`config.mk`:
```
export PLATFORM = sky130hd
export DESIGN_NAME = core_stack_flat
export DESIGN_NICKNAME = d
export VERILOG_FILES = /design/src/rtl/core_stack_if.sv /design/src/rtl/core_stack.sv /design/src/flat_wrapper.sv
export SDC_FILE = /design/constraint.sdc
export NUM_CORES = 1
export LEC_CHECK = 0
export BUFFER_PORTS_ARGS = -buffer_cell sky130_fd_sc_hd__buf_2
export CAP_MARGIN = 40
export CORE_MARGIN = 3
export CORE_UTILIZATION = 54
export DETAILED_ROUTE_END_ITERATION = 7
export GPL_TIMING_DRIVEN = 0
export PLACE_DENSITY_LB_ADDON = 0.05
export SLEW_MARGIN = 40
export SYNTH_ARGS = -nofsm -noshare
export SYNTH_HDL_FRONTEND = slang
export SYNTH_SLANG_ARGS = --single-unit
```
`constraint.sdc`:
```
create_clock -name clk -period 9.2 [get_ports clk]
set_clock_uncertainty 0.2 [all_clocks]
set_input_delay 1.84 -clock clk [delete_from_list [all_inputs] [get_ports clk]]
set_output_delay 1.84 -clock clk [all_outputs]
set_load 0.01 [all_outputs]
```
`src/rtl/core_stack_if.sv`:
```
// Request/status bundle between the fetch/decode sequencer (master) and the
// per-core operand stack (slave).
interface core_stack_if #(
    parameter int WIDTH = 56,
    parameter int DEPTH = 16
) ();
    localparam int DW = $clog2(DEPTH + 1);

    logic             push_en;
    logic [WIDTH-1:0] push_value;
    logic             op_en;
    logic [2:0]       op;
    logic [WIDTH-1:0] tos;
    logic [WIDTH-1:0] nos;
    logic [DW-1:0]    depth;
    logic             empty;
    logic             full;
    logic             idle;
    logic             overflow;
    logic             underflow;
    logic [DW-1:0]    hwm;

    modport master (
        output push_en, push_value, op_en, op,
        input  tos, nos, depth, empty, full, idle, overflow, underflow, hwm
    );

    modport slave (
        input  push_en, push_value, op_en, op,
        output tos, nos, depth, empty, full, idle, overflow, underflow, hwm
    );
endinterface

```
`src/rtl/core_stack.sv`:
```
// Operand stack: TOS/NOS in registers, deeper entries spilled to a sync-read RAM.
// Optional high-water-mark tracking is built when CORE_STACK_HWM_EN is defined.
module core_stack #(
    parameter int WIDTH = 56,
    parameter int DEPTH = 16
) (
    input  logic         clk,
    input  logic         rst,
    core_stack_if.slave  bus
);
    localparam int DW    = $clog2(DEPTH + 1);
    localparam int SP_W  = $clog2(DEPTH - 1);
    localparam int RAM_N = DEPTH - 2;
    localparam int AW    = (RAM_N > 1) ? $clog2(RAM_N) : 1;

    localparam logic [DW-1:0]   D_ONE  = DW'(1);
    localparam logic [DW-1:0]   D_TWO  = DW'(2);
    localparam logic [DW-1:0]   D_FULL = DW'(DEPTH);
    localparam logic [SP_W-1:0] SP_ONE = SP_W'(1);

    localparam logic [2:0] OP_DROP  = 3'd1;
    localparam logic [2:0] OP_DUP   = 3'd2;
    localparam logic [2:0] OP_SWAP  = 3'd3;
    localparam logic [2:0] OP_OVER  = 3'd4;
    localparam logic [2:0] OP_CLEAR = 3'd5;

    typedef enum logic {S_IDLE, S_FILL} state_t;

    state_t            state_reg;
    logic [WIDTH-1:0]  tos_reg;
    logic [WIDTH-1:0]  nos_reg;
    logic [DW-1:0]     depth_reg;
    logic [SP_W-1:0]   sp_reg;
    logic              overflow_reg;
    logic              underflow_reg;

    logic [WIDTH-1:0]  mem [RAM_N];
    logic [WIDTH-1:0]  rd_data_reg;

    logic              op_valid;
    logic              dup_op, over_op, swap_op, drop_op, clear_op;
    logic              push_class, push_ok;
    logic              have1, have2;
    logic              unf, ovf;
    logic              mem_we, mem_re;
    logic [WIDTH-1:0]  push_val;
    logic [DW-1:0]     depth_inc;
    logic [SP_W-1:0]   sp_dec;

    always_comb begin
        op_valid   = (state_reg == S_IDLE) && bus.op_en && !bus.push_en;
        dup_op     = op_valid && (bus.op == OP_DUP);
        over_op    = op_valid && (bus.op == OP_OVER);
        swap_op    = op_valid && (bus.op == OP_SWAP);
        drop_op    = op_valid && (bus.op == OP_DROP);
        clear_op   = op_valid && (bus.op == OP_CLEAR);
        push_class = ((state_reg == S_IDLE) && bus.push_en) || dup_op || over_op;

        push_val = bus.push_value;
        if (dup_op)
            push_val = tos_reg;
        else if (over_op)
            push_val = nos_reg;

        have1 = (depth_reg >= D_ONE);
        have2 = (depth_reg >= D_TWO);
        unf   = (dup_op && !have1) || (over_op && !have2) ||
                (swap_op && !have2) || (drop_op && !have1);
        ovf   = push_class && (depth_reg == D_FULL);

        push_ok   = push_class && !unf && !ovf;
        mem_we    = push_ok && have2;
        mem_re    = drop_op && (depth_reg > D_TWO);
        depth_inc = depth_reg + D_ONE;
        sp_dec    = sp_reg - SP_ONE;
    end

    // Spill RAM: no reset so it maps onto block RAM; read data is registered.
    always_ff @(posedge clk) begin
        if (mem_we)
            mem[sp_reg[AW-1:0]] <= nos_reg;
        if (mem_re)
            rd_data_reg <= mem[sp_dec[AW-1:0]];
    end

    always_ff @(posedge clk or posedge rst) begin
        if (rst) begin
            state_reg     <= S_IDLE;
            tos_reg       <= '0;
            nos_reg       <= '0;
            depth_reg     <= '0;
            sp_reg        <= '0;
            overflow_reg  <= 1'b0;
            underflow_reg <= 1'b0;
        end else begin
            if (unf)
                underflow_reg <= 1'b1;
            if (ovf)
                overflow_reg <= 1'b1;

            case (state_reg)
                S_IDLE: begin
                    if (push_ok) begin
                        if (have2)
                            sp_reg <= sp_reg + SP_ONE;
                        nos_reg   <= tos_reg;
                        tos_reg   <= push_val;
                        depth_reg <= depth_inc;
                    end else if (swap_op && have2) begin
                        tos_reg <= nos_reg;
                        nos_reg <= tos_reg;
                    end else if (drop_op && have1) begin
                        tos_reg   <= nos_reg;
                        depth_reg <= depth_reg - D_ONE;
                        // Deeper entries exist: refill NOS from RAM next cycle.
                        if (depth_reg > D_TWO)
                            state_reg <= S_FILL;
                        else
                            nos_reg <= '0;
                    end else if (clear_op) begin
                        tos_reg   <= '0;
                        nos_reg   <= '0;
                        depth_reg <= '0;
                        sp_reg    <= '0;
                    end
                end
                S_FILL: begin
                    nos_reg   <= rd_data_reg;
                    sp_reg    <= sp_dec;
                    state_reg <= S_IDLE;
                end
            endcase
        end
    end

`ifdef CORE_STACK_HWM_EN
    logic [DW-1:0] hwm_reg;

    always_ff @(posedge clk or posedge rst) begin
        if (rst)
            hwm_reg <= '0;
        else if (push_ok && (depth_inc > hwm_reg))
            hwm_reg <= depth_inc;
    end

    assign bus.hwm = hwm_reg;
`else
    assign bus.hwm = '0;
`endif

    assign bus.tos       = tos_reg;
    assign bus.nos       = nos_reg;
    assign bus.depth     = depth_reg;
    assign bus.empty     = (depth_reg == '0);
    assign bus.full      = (depth_reg == D_FULL);
    assign bus.idle      = (state_reg == S_IDLE);
    assign bus.overflow  = overflow_reg;
    assign bus.underflow = underflow_reg;
endmodule

```
`src/flat_wrapper.sv`:
```
// flat-port wrapper written by rule: the top's interface ports become plain ports
module core_stack_flat 
#(
    parameter int WIDTH = 56,
    parameter int DEPTH = 16
)
  (clk, rst, bus_push_en, bus_push_value, bus_op_en, bus_op, bus_tos, bus_nos, bus_depth, bus_empty, bus_full, bus_idle, bus_overflow, bus_underflow, bus_hwm);
  core_stack_if #(.WIDTH(WIDTH), .DEPTH(DEPTH)) bus_i ();
  input  logic clk;
  input  logic rst;
  input wire logic [$bits(bus_i.push_en)-1:0] bus_push_en;
  input wire logic [$bits(bus_i.push_value)-1:0] bus_push_value;
  input wire logic [$bits(bus_i.op_en)-1:0] bus_op_en;
  input wire logic [$bits(bus_i.op)-1:0] bus_op;
  output wire logic [$bits(bus_i.tos)-1:0] bus_tos;
  output wire logic [$bits(bus_i.nos)-1:0] bus_nos;
  output wire logic [$bits(bus_i.depth)-1:0] bus_depth;
  output wire logic [$bits(bus_i.empty)-1:0] bus_empty;
  output wire logic [$bits(bus_i.full)-1:0] bus_full;
  output wire logic [$bits(bus_i.idle)-1:0] bus_idle;
  output wire logic [$bits(bus_i.overflow)-1:0] bus_overflow;
  output wire logic [$bits(bus_i.underflow)-1:0] bus_underflow;
  output wire logic [$bits(bus_i.hwm)-1:0] bus_hwm;
  assign bus_i.push_en = bus_push_en;
  assign bus_i.push_value = bus_push_value;
  assign bus_i.op_en = bus_op_en;
  assign bus_i.op = bus_op;
  assign bus_tos = bus_i.tos;
  assign bus_nos = bus_i.nos;
  assign bus_depth = bus_i.depth;
  assign bus_empty = bus_i.empty;
  assign bus_full = bus_i.full;
  assign bus_idle = bus_i.idle;
  assign bus_overflow = bus_i.overflow;
  assign bus_underflow = bus_i.underflow;
  assign bus_hwm = bus_i.hwm;
  core_stack #(.WIDTH(WIDTH), .DEPTH(DEPTH)) u_core (.clk(clk), .rst(rst), .bus(bus_i));
endmodule
```
==> results.py <==
metrics = {
    "pwr": {
        "irDropWorstVdd_uv": 213,
        "p_clk_frac": 0.264,
        "total_power_mw": 15.2,
        "power_frac_comb": 0.319,
        "p_sw_mw": 4.71,
        "leakage_nw": 16.1,
        "p_per_area_nw_per_um2": 332,
        "intPower_mw": 10.4,
        "seq_power_share": 0.417,
        "swShare": 0.311,
    },
    "timing": {
        "slew_headroom": 0.404,
        "finalHoldViolCount": 0,
        "post-route-period-util": 0.612,
        "finalSetupViolCount": 0,
        "finalMaxSlewViolations": 0,
        "worst_pin_slew_ns": 0.894,
        "max_freq_mhz": 178,
        "finalCriticalPeriod_ns": 5.63,
        "grt_setup_unrepaired": "false",
    },
    "routing": {
        "wl_met2_um": 51400,
        "wl_met1_um": 40900,
        "ant_nets": 0,
        "num_vias": 21000,
        "routed_wl_um": 102000,
        "viasPerCell": 6.29,
        "firstDrtPassIters": 5,
        "drt_iter0_drc": 2359,
        "post_drt_wl_per_cell_um": 30.6,
        "top_layer_used": "met4",
        "wl_met3_um": 6810,
        "drc": 0,
    },
    "global_route": {
        "overflow": 0,
        "grt_pass1_wl_um": 150000,
        "grt_max_degree": 47,
        "antenna_found_initial": 0,
        "grt_pass1_vias": 21800,
        "grtUsageTotal": 0.279,
    },
    "worst_setup_path": {
        "crit_path_top_delay_cell": "clkbuf_1",
        "cp_common_cell": "clkbuf_1",
        "rrSetupSlack_ns": 3.57,
        "r2r-start": "u_core.sp_reg[0]$_DFFE_PP0P_",
        "cp-endpoint": "u_core.rd_data_reg[54]$_DFFE_PP_",
        "cp.required_ns": 9.36,
        "reg2regPathDepth": 10,
        "setup.worst_path.start": "u_core.sp_reg[0]$_DFFE_PP0P_",
        "worstPathArrival_ns": 5.79,
        "crit_fanout": 10,
        "cp-start-kind": "flip-flop",
        "reg2reg_to": "u_core.rd_data_reg[54]$_DFFE_PP_",
        "crit_type": "reg -> reg",
        "slowest_delay_ns": 0.71,
        "path_cells": "clkbuf_1 -> clkbuf_2 -> clkbuf_1 -> inv_1 -> ha_1 -> clkbuf_1 -> clkbuf_1 -> clkbuf_1 -> mux4_2 -> mux4_2",
        "worstSetupEndpointType": "flip-flop",
    },
    "logic_synthesis": {
        "yosys.cell_types.count": 63,
        "async_flop_share": 0.129,
        "synth_warnings": 0,
        "synth_area_per_cell_um2": 20.3,
        "yosys.area.top_type": "edfxtp_1",
        "synthTopCellsByArea": "edfxtp_1 (65%), mux4_2 (13%), dfrtp_1 (8.0%)",
        "syn_inst": 1905,
        "synth-seq-area-share": 0.731,
        "synth_edf_count": 840,
        "synthFlopType": "edfxtp_1",
        "synth_top_area_share": 0.651,
        "ys_seq_elements": 964,
        "syn_area_um2": 38800,
    },
    "finish": {
        "area_growth_pct": 17.7,
        "design_area_um2": 45600,
        "largest_register_ffs": 784,
        "fin_nets": 2389,
        "n_fill_cell": 4837,
        "n_antenna_cell": 0,
        "stdcell_count": 3339,
        "drive_above_1_share": 0.374,
    },
    "clock_tree": {
        "cts_tree": "built",
        "clock_latency_ns": 0.64,
        "clk_pin_slew_ns": 0.06,
        "htreeDepth": 3,
        "cts_buffers": 97,
        "clock_sinks": 964,
        "cts_resized": 0,
        "cts_buffer_depth": 3,
        "root_buffer": "clkbuf_16",
        "post_cts_buffers": 0,
        "ctsHoldBuffers": 0,
    },
    "placed_design": {
        "dp.cells": 3156,
        "placed_cell_area_um2": 42400,
        "finalWeightedCongestion": 0.801,
        "port-buffer-count": 184,
        "dp_hpwl_um": 67100,
    },
    "floorplan": {
        "start_util": 0.550,
        "die_area_um2": 75000,
        "pin_count": 190,
        "row_count": 97,
        "fp.dieH_um": 274,
        "core_area_um2": 70500,
        "fp.dieW_um": 274,
    },
    "flow_run": {
        "drv_cap": 0,
    },
    "hold_path": {
        "holdCritStartpoint": "u_core.bus.underflow$_DFFE_PP0P_",
        "min_path_type": "reg -> reg",
    },
    "run_status": {
        "outcome": "finished, final reports clean",
    },
}
==> power groups by stage <==
stage / Sequential, mW / Clock (mW) / Combinational, mW
6_report: 6.32 / 4.00 / 4.83
5_1_grt: 6.41 / 4.22 / 5.12
4_1_cts: 6.32 / 4.06 / 4.89
3_5_place_dp: 6.41 / 0 / 4.88
3_3_place_gp: 6.47 / 0 / 4.61
2_1_floorplan: 6.31 / 0 / 3.08
==> how the worst min path moves through the flow <==
stage / endpoint / slack [ns] / cells past startpoint
5_1_grt: u_core.bus.overflow$_DFFE_PP0P_ / 0.30 / 1
3_3_place_gp: u_core.bus.underflow$_DFFE_PP0P_ / 0.25 / 1
3_5_place_dp: u_core.bus.underflow$_DFFE_PP0P_ / 0.24 / 1
2_1_floorplan: u_core.bus.underflow$_DFFE_PP0P_ / 0.29 / 1
4_1_cts: u_core.bus.underflow$_DFFE_PP0P_ / 0.26 / 1
6_report: u_core.bus.underflow$_DFFE_PP0P_ / 0.26 / 1
==> final cells by class <==
type / count / area (um2) / share of cell area
Sequential cell: 964 / 28300 / 0.621
Multi-Input combinational cell: 740 / 9610 / 0.211
Clock buffer: 135 / 2750 / 0.0604
Timing Repair Buffer: 309 / 2270 / 0.0499
Tap cell: 940 / 1180 / 0.0258
Buffer: 136 / 727 / 0.0159
Clock inverter: 46 / 493 / 0.0108
Inverter: 69 / 272 / 0.00595
==> cells in the final DEF (no fill, tap or decap), types with 4 or more instances in the layout <==
cell and n:
inv_1 67, a21oi_1 4, clkinv_1 12, clkbuf_16 100
o2bb2ai_1 56, nor4_2 4, mux2i_1 56, buf_12 12
nand2_1 8, buf_8 21, buf_1 11, and2_4 4
dfrtp_1 124, o21ai_0 4, nand4_1 57, clkinv_2 18
mux2_2 73, mux4_2 224, buf_2 282, clkbuf_8 12
clkbuf_2 36, conb_1 5, o221ai_1 56, ha_1 9
edfxtp_1 840, buf_4 14, nor2_1 9, clkbuf_1 69
a31oi_1 4, buf_6 6, bufinv_16 10, mux2_4 40
buf_16 17, nor2_4 6, nand3_1 62, nor3_1 7
==> Yosys cell counts, types with 8 or more instances <==
master and instances:
nand2_1 8, nand4_1 57, edfxtp_1 840, ha_1 9, nand3_1 62, o221ai_1 56
mux2_4 40, dfrtp_1 124, o2bb2ai_1 56, inv_1 69, nor2_1 15, mux2i_1 56
mux2_2 73, clkbuf_1 80, buf_2 10, buf_4 8, buf_1 28, mux4_2 224
==> per-layer routing <==
metal	vias to the layer above	GRT usage
li1	8750	-
met1	11200	0.380
met2	896	0.467
met3	200	0.0501
met4	0	0.0802
met5	-	0
==> through the flow <==
| stage | TNS, ns | worst slack (ns) | hold WS (ns) | util |
|---|---|---|---|---|
| 2_1_floorplan | 0 | 0.413 | 0.293 | - |
| 3_3_place_gp | -1740.40 | -7.37 | 0.246 | 0.580 |
| 3_5_place_dp | 0 | 3.58 | 0.242 | 0.601 |
| 4_1_cts | 0 | 3.57 | 0.263 | 0.647 |
| 5_1_grt | 0 | 3.44 | 0.296 | 0.647 |
| 6_report | 0 | 3.57 | 0.259 | 0.647 |
==> worst max-delay path, delay by kind of cell (launching register included) <==
kind / cells / cell delay [ns]
flops: 1 / 0.39
mux: 2 / 0.94
buf+inv: 7 / 3.49
fa+ha+maj: 1 / 0.32
==> cells by family after synthesis <==
kind of cell / synth area share
flip-flops: 0.731
multiplexers: 0.181
buffers and inverters: 0.0238
AND/OR/NAND/NOR: 0.0261
AO/OA/AOI/OAI: 0.0342
adder cells (fa/ha/maj): 0.00291
XOR/XNOR: 0.000678
other: 0.0000968
Note: power is estimated with default switching activity, not from simulation.
